## src/rtl/adder_core.sv

```systemverilog
// adder_core: registered WIDTH-bit add/subtract built on a two-level carry-lookahead adder.
// Build macro ADDER_FLAGS_EN adds registered carry (ARM-style) and signed overflow outputs.

module adder_core #(
    parameter int WIDTH = 32
) (
    input  logic             clk,
    input  logic             rst_n,
    input  logic             in_valid,
    input  logic [WIDTH-1:0] opr0,
    input  logic [WIDTH-1:0] opr1,
    input  logic             minus,
    output logic             out_valid,
    output logic [WIDTH:0]   result,
    output logic             zero
`ifdef ADDER_FLAGS_EN
    ,
    output logic             carry,
    output logic             overflow
`endif
);

    localparam int NGRP = (WIDTH + 3) / 4;
    localparam int PW   = NGRP * 4;

    function automatic logic [1:0] group_gp(input logic [3:0] g, input logic [3:0] p);
        logic gg;
        logic pg;
        gg = g[3]
           | (p[3] & g[2])
           | (p[3] & p[2] & g[1])
           | (p[3] & p[2] & p[1] & g[0]);
        pg = &p;
        return {gg, pg};
    endfunction

    // Carries into bit positions 0..3 of one 4-bit group, all from the group carry-in.
    function automatic logic [3:0] group_carry(input logic [3:0] g, input logic [3:0] p,
                                               input logic cin);
        logic [3:0] c;
        c[0] = cin;
        c[1] = g[0] | (p[0] & cin);
        c[2] = g[1] | (p[1] & g[0]) | (p[1] & p[0] & cin);
        c[3] = g[2] | (p[2] & g[1]) | (p[2] & p[1] & g[0]) | (p[2] & p[1] & p[0] & cin);
        return c;
    endfunction

    function automatic logic [NGRP:0] lookahead(input logic [NGRP-1:0] gg,
                                                input logic [NGRP-1:0] pg,
                                                input logic cin);
        logic [NGRP:0] c;
        logic          acc;
        logic          term;
        c[0] = cin;
        for (int k = 1; k <= NGRP; k++) begin
            // Flat sum-of-products per group carry: no ripple between groups.
            acc = cin;
            for (int i = 0; i < k; i++) acc = acc & pg[i];
            for (int j = 0; j < k; j++) begin
                term = gg[j];
                for (int i = j + 1; i < k; i++) term = term & pg[i];
                acc = acc | term;
            end
            c[k] = acc;
        end
        return c;
    endfunction

    logic [PW-1:0]   a_p0;
    logic [PW-1:0]   b_p0;
    logic [PW-1:0]   g_p0;
    logic [PW-1:0]   p_p0;
    logic [PW-1:0]   sum_p0;
    logic [NGRP-1:0] gg_p0;
    logic [NGRP-1:0] pg_p0;
    logic [NGRP:0]   cg_p0;
    logic [PW:0]     c_p0;
    logic            cout_p0;
    logic [WIDTH:0]  res_p0;
    logic            zero_p0;

    // Stage p0: operand conditioning, subtraction reuses the adder with inverted opr1 and cin=1
    always_comb begin
        a_p0 = '0;
        b_p0 = '0;
        a_p0[WIDTH-1:0] = opr0;
        b_p0[WIDTH-1:0] = minus ? ~opr1 : opr1;
        g_p0 = a_p0 & b_p0;
        p_p0 = a_p0 ^ b_p0;
    end

    always_comb begin
        gg_p0 = '0;
        pg_p0 = '0;
        for (int k = 0; k < NGRP; k++) begin
            {gg_p0[k], pg_p0[k]} = group_gp(g_p0[4*k +: 4], p_p0[4*k +: 4]);
        end
    end

    assign cg_p0 = lookahead(gg_p0, pg_p0, minus);

    always_comb begin
        c_p0 = '0;
        for (int k = 0; k < NGRP; k++) begin
            c_p0[4*k +: 4] = group_carry(g_p0[4*k +: 4], p_p0[4*k +: 4], cg_p0[k]);
        end
        c_p0[PW] = cg_p0[NGRP];
    end

    assign sum_p0  = p_p0 ^ c_p0[PW-1:0];
    assign cout_p0 = c_p0[WIDTH];
    // For subtract a missing carry-out means opr0 < opr1, i.e. borrow.
    assign res_p0  = {cout_p0 ^ minus, sum_p0[WIDTH-1:0]};
    assign zero_p0 = ~|sum_p0[WIDTH-1:0];

    logic           vld_p1;
    logic [WIDTH:0] result_p1;
    logic           zero_p1;

    // Stage p1: output registers, data held while in_valid is low
    always_ff @(posedge clk or negedge rst_n) begin
        if (!rst_n) begin
            vld_p1    <= 1'b0;
            result_p1 <= '0;
            zero_p1   <= 1'b0;
        end else begin
            vld_p1 <= in_valid;
            if (in_valid) begin
                result_p1 <= res_p0;
                zero_p1   <= zero_p0;
            end
        end
    end

    assign out_valid = vld_p1;
    assign result    = result_p1;
    assign zero      = zero_p1;

`ifdef ADDER_FLAGS_EN
    logic carry_p0;
    logic ovf_p0;
    logic carry_p1;
    logic ovf_p1;

    // ARM-style carry is the raw adder carry-out in both modes; overflow is carry into vs out of the MSB.
    assign carry_p0 = cout_p0;
    assign ovf_p0   = c_p0[WIDTH] ^ c_p0[WIDTH-1];

    always_ff @(posedge clk or negedge rst_n) begin
        if (!rst_n) begin
            carry_p1 <= 1'b0;
            ovf_p1   <= 1'b0;
        end else if (in_valid) begin
            carry_p1 <= carry_p0;
            ovf_p1   <= ovf_p0;
        end
    end

    assign carry    = carry_p1;
    assign overflow = ovf_p1;
`endif

endmodule

```

## config.mk

```make
export PLATFORM = sky130hd
export DESIGN_NAME = adder_core
export DESIGN_NICKNAME = d
export VERILOG_FILES = /design/src/rtl/adder_core.sv
export SDC_FILE = /design/constraint.sdc
export NUM_CORES = 1
export LEC_CHECK = 0
export ABC_AREA = 0
export CORE_MARGIN = 2
export CORE_UTILIZATION = 45
export DETAILED_ROUTE_END_ITERATION = 10
export PLACE_DENSITY = 0.78
export SKIP_CTS_REPAIR_TIMING = 1
export SLEW_MARGIN = 20
export SYNTH_ARGS = -nofsm -noshare
export SYNTH_HDL_FRONTEND = slang
export SYNTH_SLANG_ARGS = --single-unit
```

## constraint.sdc

```tcl
create_clock -name clk -period 0.9 [get_ports clk]
set_input_delay 0.135 -clock clk [delete_from_list [all_inputs] [get_ports clk]]
set_output_delay 0.135 -clock clk [all_outputs]
set_load 0.01 [all_outputs]
```

## Yosys cells after proc, flatten, opt, wreduce, memory -nomap -nowiden

Index checks and enable logic that the tools add are counted.

- Bits in registers: 35
- Input port bits: 68
- Output and inout port bits: 35
- Logic and storage cells: 275

- Muxes and demuxes: 1
- Reduce and logical (&&, ||, !) cells: 10
- Bitwise gates (word level): 261

Operators with widths:

| kind | count |
|---|---|
| bitwise AND 1 bit | 148 |
| bitwise OR 1 bit | 108 |
| bitwise XOR 32 bit | 2 |
| bitwise AND 32 bit | 1 |
| 2-to-1 mux 32 bit | 1 |
| inverter 32 bit | 1 |
| AND reduction 4 bit | 8 |
| OR reduction 32 bit | 1 |
| zero test 1 bit | 1 |
| bitwise XOR 1 bit | 1 |

## Logic depth before layout (Yosys ltp)

- Depth in word-level cells: 25
- Depth in mapped cells: 19
- Depth with buffers taken out: 17

## Least setup slack after synthesis

Ideal clock, no wire load.

- Kind: input -> register
- Start: in minus
- End: reg zero_p1 (netlist: zero)
- Buffers on the path: 2
- Slack: -3867 ps
- Cell stages on the path: 19
- Arrival: 4692 ps
- Required time: 826 ps
- Setup time: 74 ps
- Cell sequence: clkbuf_1 -> clkbuf_1 -> xor2_1 -> ha_1 -> nand3_1 -> nor4_2 -> a32oi_1 -> and2_4 -> a2111oi_0 -> o21a_2 -> nor2_1 -> fa_1 -> xnor2_1 -> or4_1 -> nor3_1 -> nand4b_1 -> a2111oi_0 -> nand4bb_1 -> o21ai_2

- Longest elaborated chain between the ends: 24
- Elaborated cells on any way between the ends: 245
- Those cells by class: mux (1); bitwise (235); reduce/logical (9)

RTL lines:

| element | line | RTL |
|---|---|---|
| start: declaration | 12 | `input logic minus,` |
| 2-to-1 mux 32 bit | 87 | `b_p0[WIDTH-1:0] = minus ? ~opr1 : opr1;` |
| bitwise XOR 32 bit or bitwise AND 32 bit (tied branches) | 89, 88 |  |
| bitwise AND 1 bit (on tied branches) | 30, 31, 32 |  |
| bitwise OR 1 bit, or another cell as far along | 30 | `\| (p[3] & g[2])` |
| bitwise OR 1 bit or bitwise AND 1 bit (tied branches) | 31, 32 |  |
| bitwise OR 1 bit | 32 | `\| (p[3] & p[2] & p[1] & g[0]);` |
| bitwise AND 1 bit (6 in a row) | 61 | `for (int i = j + 1; i < k; i++) term = term & pg[i];` |
| bitwise OR 1 bit (7 in a row) | 62 | `acc = acc \| term;` |
| bitwise AND 1 bit (on tied branches) | 42, 43, 44 |  |
| bitwise OR 1 bit (on tied branches) | 42, 43, 44 |  |
| bitwise XOR 32 bit (*) | 110 | `assign sum_p0 = p_p0 ^ c_p0[PW-1:0];` |
| OR reduction 32 bit (*) | 114 | `assign zero_p0 = ~\|sum_p0[WIDTH-1:0];` |
| zero test 1 bit (*) | 114 |  |
| end signal: assignment | 130 | `zero_p1 <= zero_p0;` |
| end: declaration | 118 | `logic zero_p1;` |

Mark *: on every way between the ends. The rest lies on a longest branch, timed or not.
A chain may end at the register's enable or synchronous reset.

## Worst setup path after layout

- Start: in opr1[9]
- End: reg zero_p1 (netlist: zero)

- Longest elaborated chain between the ends: 21
- Elaborated cells on any way between the ends: 100
- Those cells by class: mux (1); bitwise (96); reduce/logical (3)

RTL lines:

| element | line | RTL |
|---|---|---|
| start: declaration | 11 | `input logic [WIDTH-1:0] opr1,` |
| inverter 32 bit | 87 |  |
| 2-to-1 mux 32 bit (*) | 87 |  |
| bitwise XOR 32 bit | 89 | `p_p0 = a_p0 ^ b_p0;` |
| AND reduction 4 bit | 33 | `pg = &p;` |
| bitwise AND 1 bit (on tied branches) (5 in a row) | 58, 61 |  |
| bitwise OR 1 bit (7 in a row) | 62 |  |
| bitwise AND 1 bit (on tied branches) | 42, 43, 44 |  |
| bitwise OR 1 bit (on tied branches) | 42, 43, 44 |  |
| bitwise XOR 32 bit (*) | 110 |  |
| OR reduction 32 bit (*) | 114 |  |
| zero test 1 bit (*) | 114 |  |

Marked as above.

==> run metrics <==
clk_lat worst skew slightly below 300 ps; grt ovf 0; pre-CTS setup slack -3540 ps; Root Buffer Master clkbuf_8; fin. max-slew vios 0; Reg power frac 0.227; cell taking the most area after synthesis dfrtp_1; sw frac 0.397; first-pass GRT wire length about 16000 µm; Max transition margin 0.712; Pint approximately 6.3 mW; Crit path arrival time approximately 4100 ps; number of max-cap violations 0; period utilization 4.32; Die H 89.8 µm; top post-synthesis cells by area dfrtp_1, ha_1, xor2_1; Post-Layout Inst Area just over 6000 µm²; worst vdd ir around 1.2 mV; Combinational Power Share 0.624; largest net degree at the start of global routing 36; failing checks negative setup slack; dpl cell area about 5300 µm²; final setup margin -2990 ps; Core Region 7180 µm²; vias in the first global route roughly 3500; RSZ-0062 raised after global routing yes; I/O pin total approximately 100; WL/cell ~22 µm; clock sink count 35; CTS buffer count 5; CTS tree yes; crit-path cells dlymetal6s2s_1 -> xor2_1 -> ha_4 -> nand2_2 -> nor4_4 -> a32oi_2 -> and2_4 -> a2111oi_4 -> o21a_2 -> nor2_2 -> fa_2 -> xnor2_2 -> or4_4 -> nor3_4 -> nand4b_1 -> a2111oi_2 -> nand4bb_1 -> o21ai_2; CP max-delay cell or4_4; drt via density between 5 and 6; Worst Skew 0 ps; Post-synth EDFFs 0; WS Path Type in -> reg; RePlAce Congestion ~0.89; H-tree depth 2; top-count cell post-synth xor2_1; ys async rst share 1.00; clk slew on worst S/H paths 80 ps; die width about 90 µm; final WL between 10000 and 15000 µm; area delta synth->final 88.5%; total track usage 0.241; cells after synthesis ~360; ys flop type dfrtp_1; Fill cells just over 300; initial core utilization 0.461; Worst Tran Pin Value 432 ps; final core utilization 0.869; Worst path max stage delay around 500 ps; Longest Clk Path Bufs 2; Critical Path End Type flip-flop; Psw a little over 4 mW; status finished, violations left; Final Hold Fails 0; area share of the largest cell type after synthesis 0.265; area taken by multi-input logic gates 3020 µm²; Seq. cell area between 800 and 900 µm²; min Tclk post-route between 3000 and 4000 ps; clock power share 0.149; IO buf count between 100 and 150; smallest hold slack 336 ps; Core Rows 31; detailed-route DRC error count 0; register area share after synthesis 0.265; placed wire-length estimate 8110 µm; mapped cell area between 3000 and 4000 µm²; Final Setup Violations a little under 70; DRT iter0 DRCs between 200 and 250; n_diodes 0; hold crit path type in -> async; net count after synthesis between 400 and 500; crit path max fanout 3; total number of vias roughly 4000; DRT Pass-1 Iters 5; Worst Path Required between 1000 and 1500 ps; critical path launch point type input port; Lkg Pwr 3.10 nW; initial antenna violation count 0; Pwr Density ~1700 nW/µm²; post-route antenna net violation count 0; Mapped Avg Cell Area roughly 9 µm²; share of layout cells above drive strength 1 0.530; #FFs+latches synth 35; Max Fclk 257 MHz; Synth Warn # 0; synth cell count leaders xor2_1, dfrtp_1, ha_1, nand2_1, inv_1; Final #Nets 695; Yosys cell types just over 60; total negative slack -50790 ps; Die ar. 8060 µm²
==> sequential cells by signal (all words and copies together) (netlist names) <==
register / count
result: 33
out_valid: 1
zero: 1
==> power by group through the flow <==
stage / clock (mW) / sequential [mW] / combinational, mW
6_report: 1.56 / 2.36 / 6.50
5_1_grt: 1.59 / 2.39 / 6.79
4_1_cts: 1.52 / 2.32 / 5.31
3_5_place_dp: 0 / 2.34 / 5.26
3_3_place_gp: 0 / 2.32 / 5.11
2_1_floorplan: 0 / 2.52 / 2.29
==> placed cells by master, fill, tap and decap left out, types with 7 or more instances in the layout <==
cell,netlist,layout
xnor2_1,14,7
o21ai_2,2,11
ha_4,0,11
a21oi_2,0,11
nor2_1,17,11
nand3_1,9,7
ha_1,32,19
xor2_1,40,30
dlymetal6s2s_1,0,33
buf_4,0,125
mux2_2,19,16
clkdlybuf4s50_1,0,31
dfrtp_1,35,35
nand2_1,28,21
fa_2,0,7
xor2_2,0,9
inv_1,21,20
clkbuf_2,0,33
==> critical path, delay by kind of cell <==
kind                       cells  cell delay (ps)
AOI/OAI and AO/OA              5             1040
xor gates and xnor gates       2              350
adders and majority gates      2              720
buffers and inverters          1              130
and+or+nand+nor                8             1750
==> routing by layer <==
| metal | routed length (µm) | global-route usage | up-vias |
|---|---|---|---|
| met5 | 0 | 0 | - |
| met4 | 873 | 0.0615 | 0 |
| met3 | 980 | 0.0344 | 83 |
| met2 | 7450 | 0.442 | 244 |
| met1 | 5620 | 0.297 | 2016 |
| li1 | - | - | 1728 |
==> cell families (layout without fill, tap and decap cells) <==
kind of cell	Yosys count	in the layout	synth area share
XOR/XNOR	54	54	0.143
adder cells (fa/ha/maj)	39	39	0.163
multiplexers	22	22	0.0737
AO/OA/AOI/OAI	77	77	0.158
flip-flops	35	35	0.265
AND/OR/NAND/NOR	98	98	0.159
buffers and inverters	33	264	0.0378
==> per-stage QoR <==
step	power [mW]	instances
after global placement	7.44	649
after CTS	9.16	657
after detailed placement	7.60	649
final	10.4	688
after global routing	10.8	688
after floorplan	4.81	358
==> final timing paths <==
path / cells past startpoint / slack [ps] / startpoint / end
worst max-delay path: 18 / -2990 / opr1[9] / zero
worst min-delay path: 3 / 340 / rst_n / result[13]
worst max register to register: 2 / -120 / result[17] / result[17]
worst min register to register: 1 / 520 / result[7] / result[7]
max in group asynchronous: 3 / 360 / rst_n / result[10]
min in group clk: 4 / 400 / opr0[12] / result[12]
==> cell type report <==
type / instances / area share
multi-input combinational: 290 / 0.485
timing repair buffer: 235 / 0.323
sequential: 35 / 0.140
tap: 99 / 0.0199
clock buffer: 6 / 0.0132
inverter: 21 / 0.0126
clock inverter: 2 / 0.00562
No activity file was read; power rests on OpenSTA's default activity.
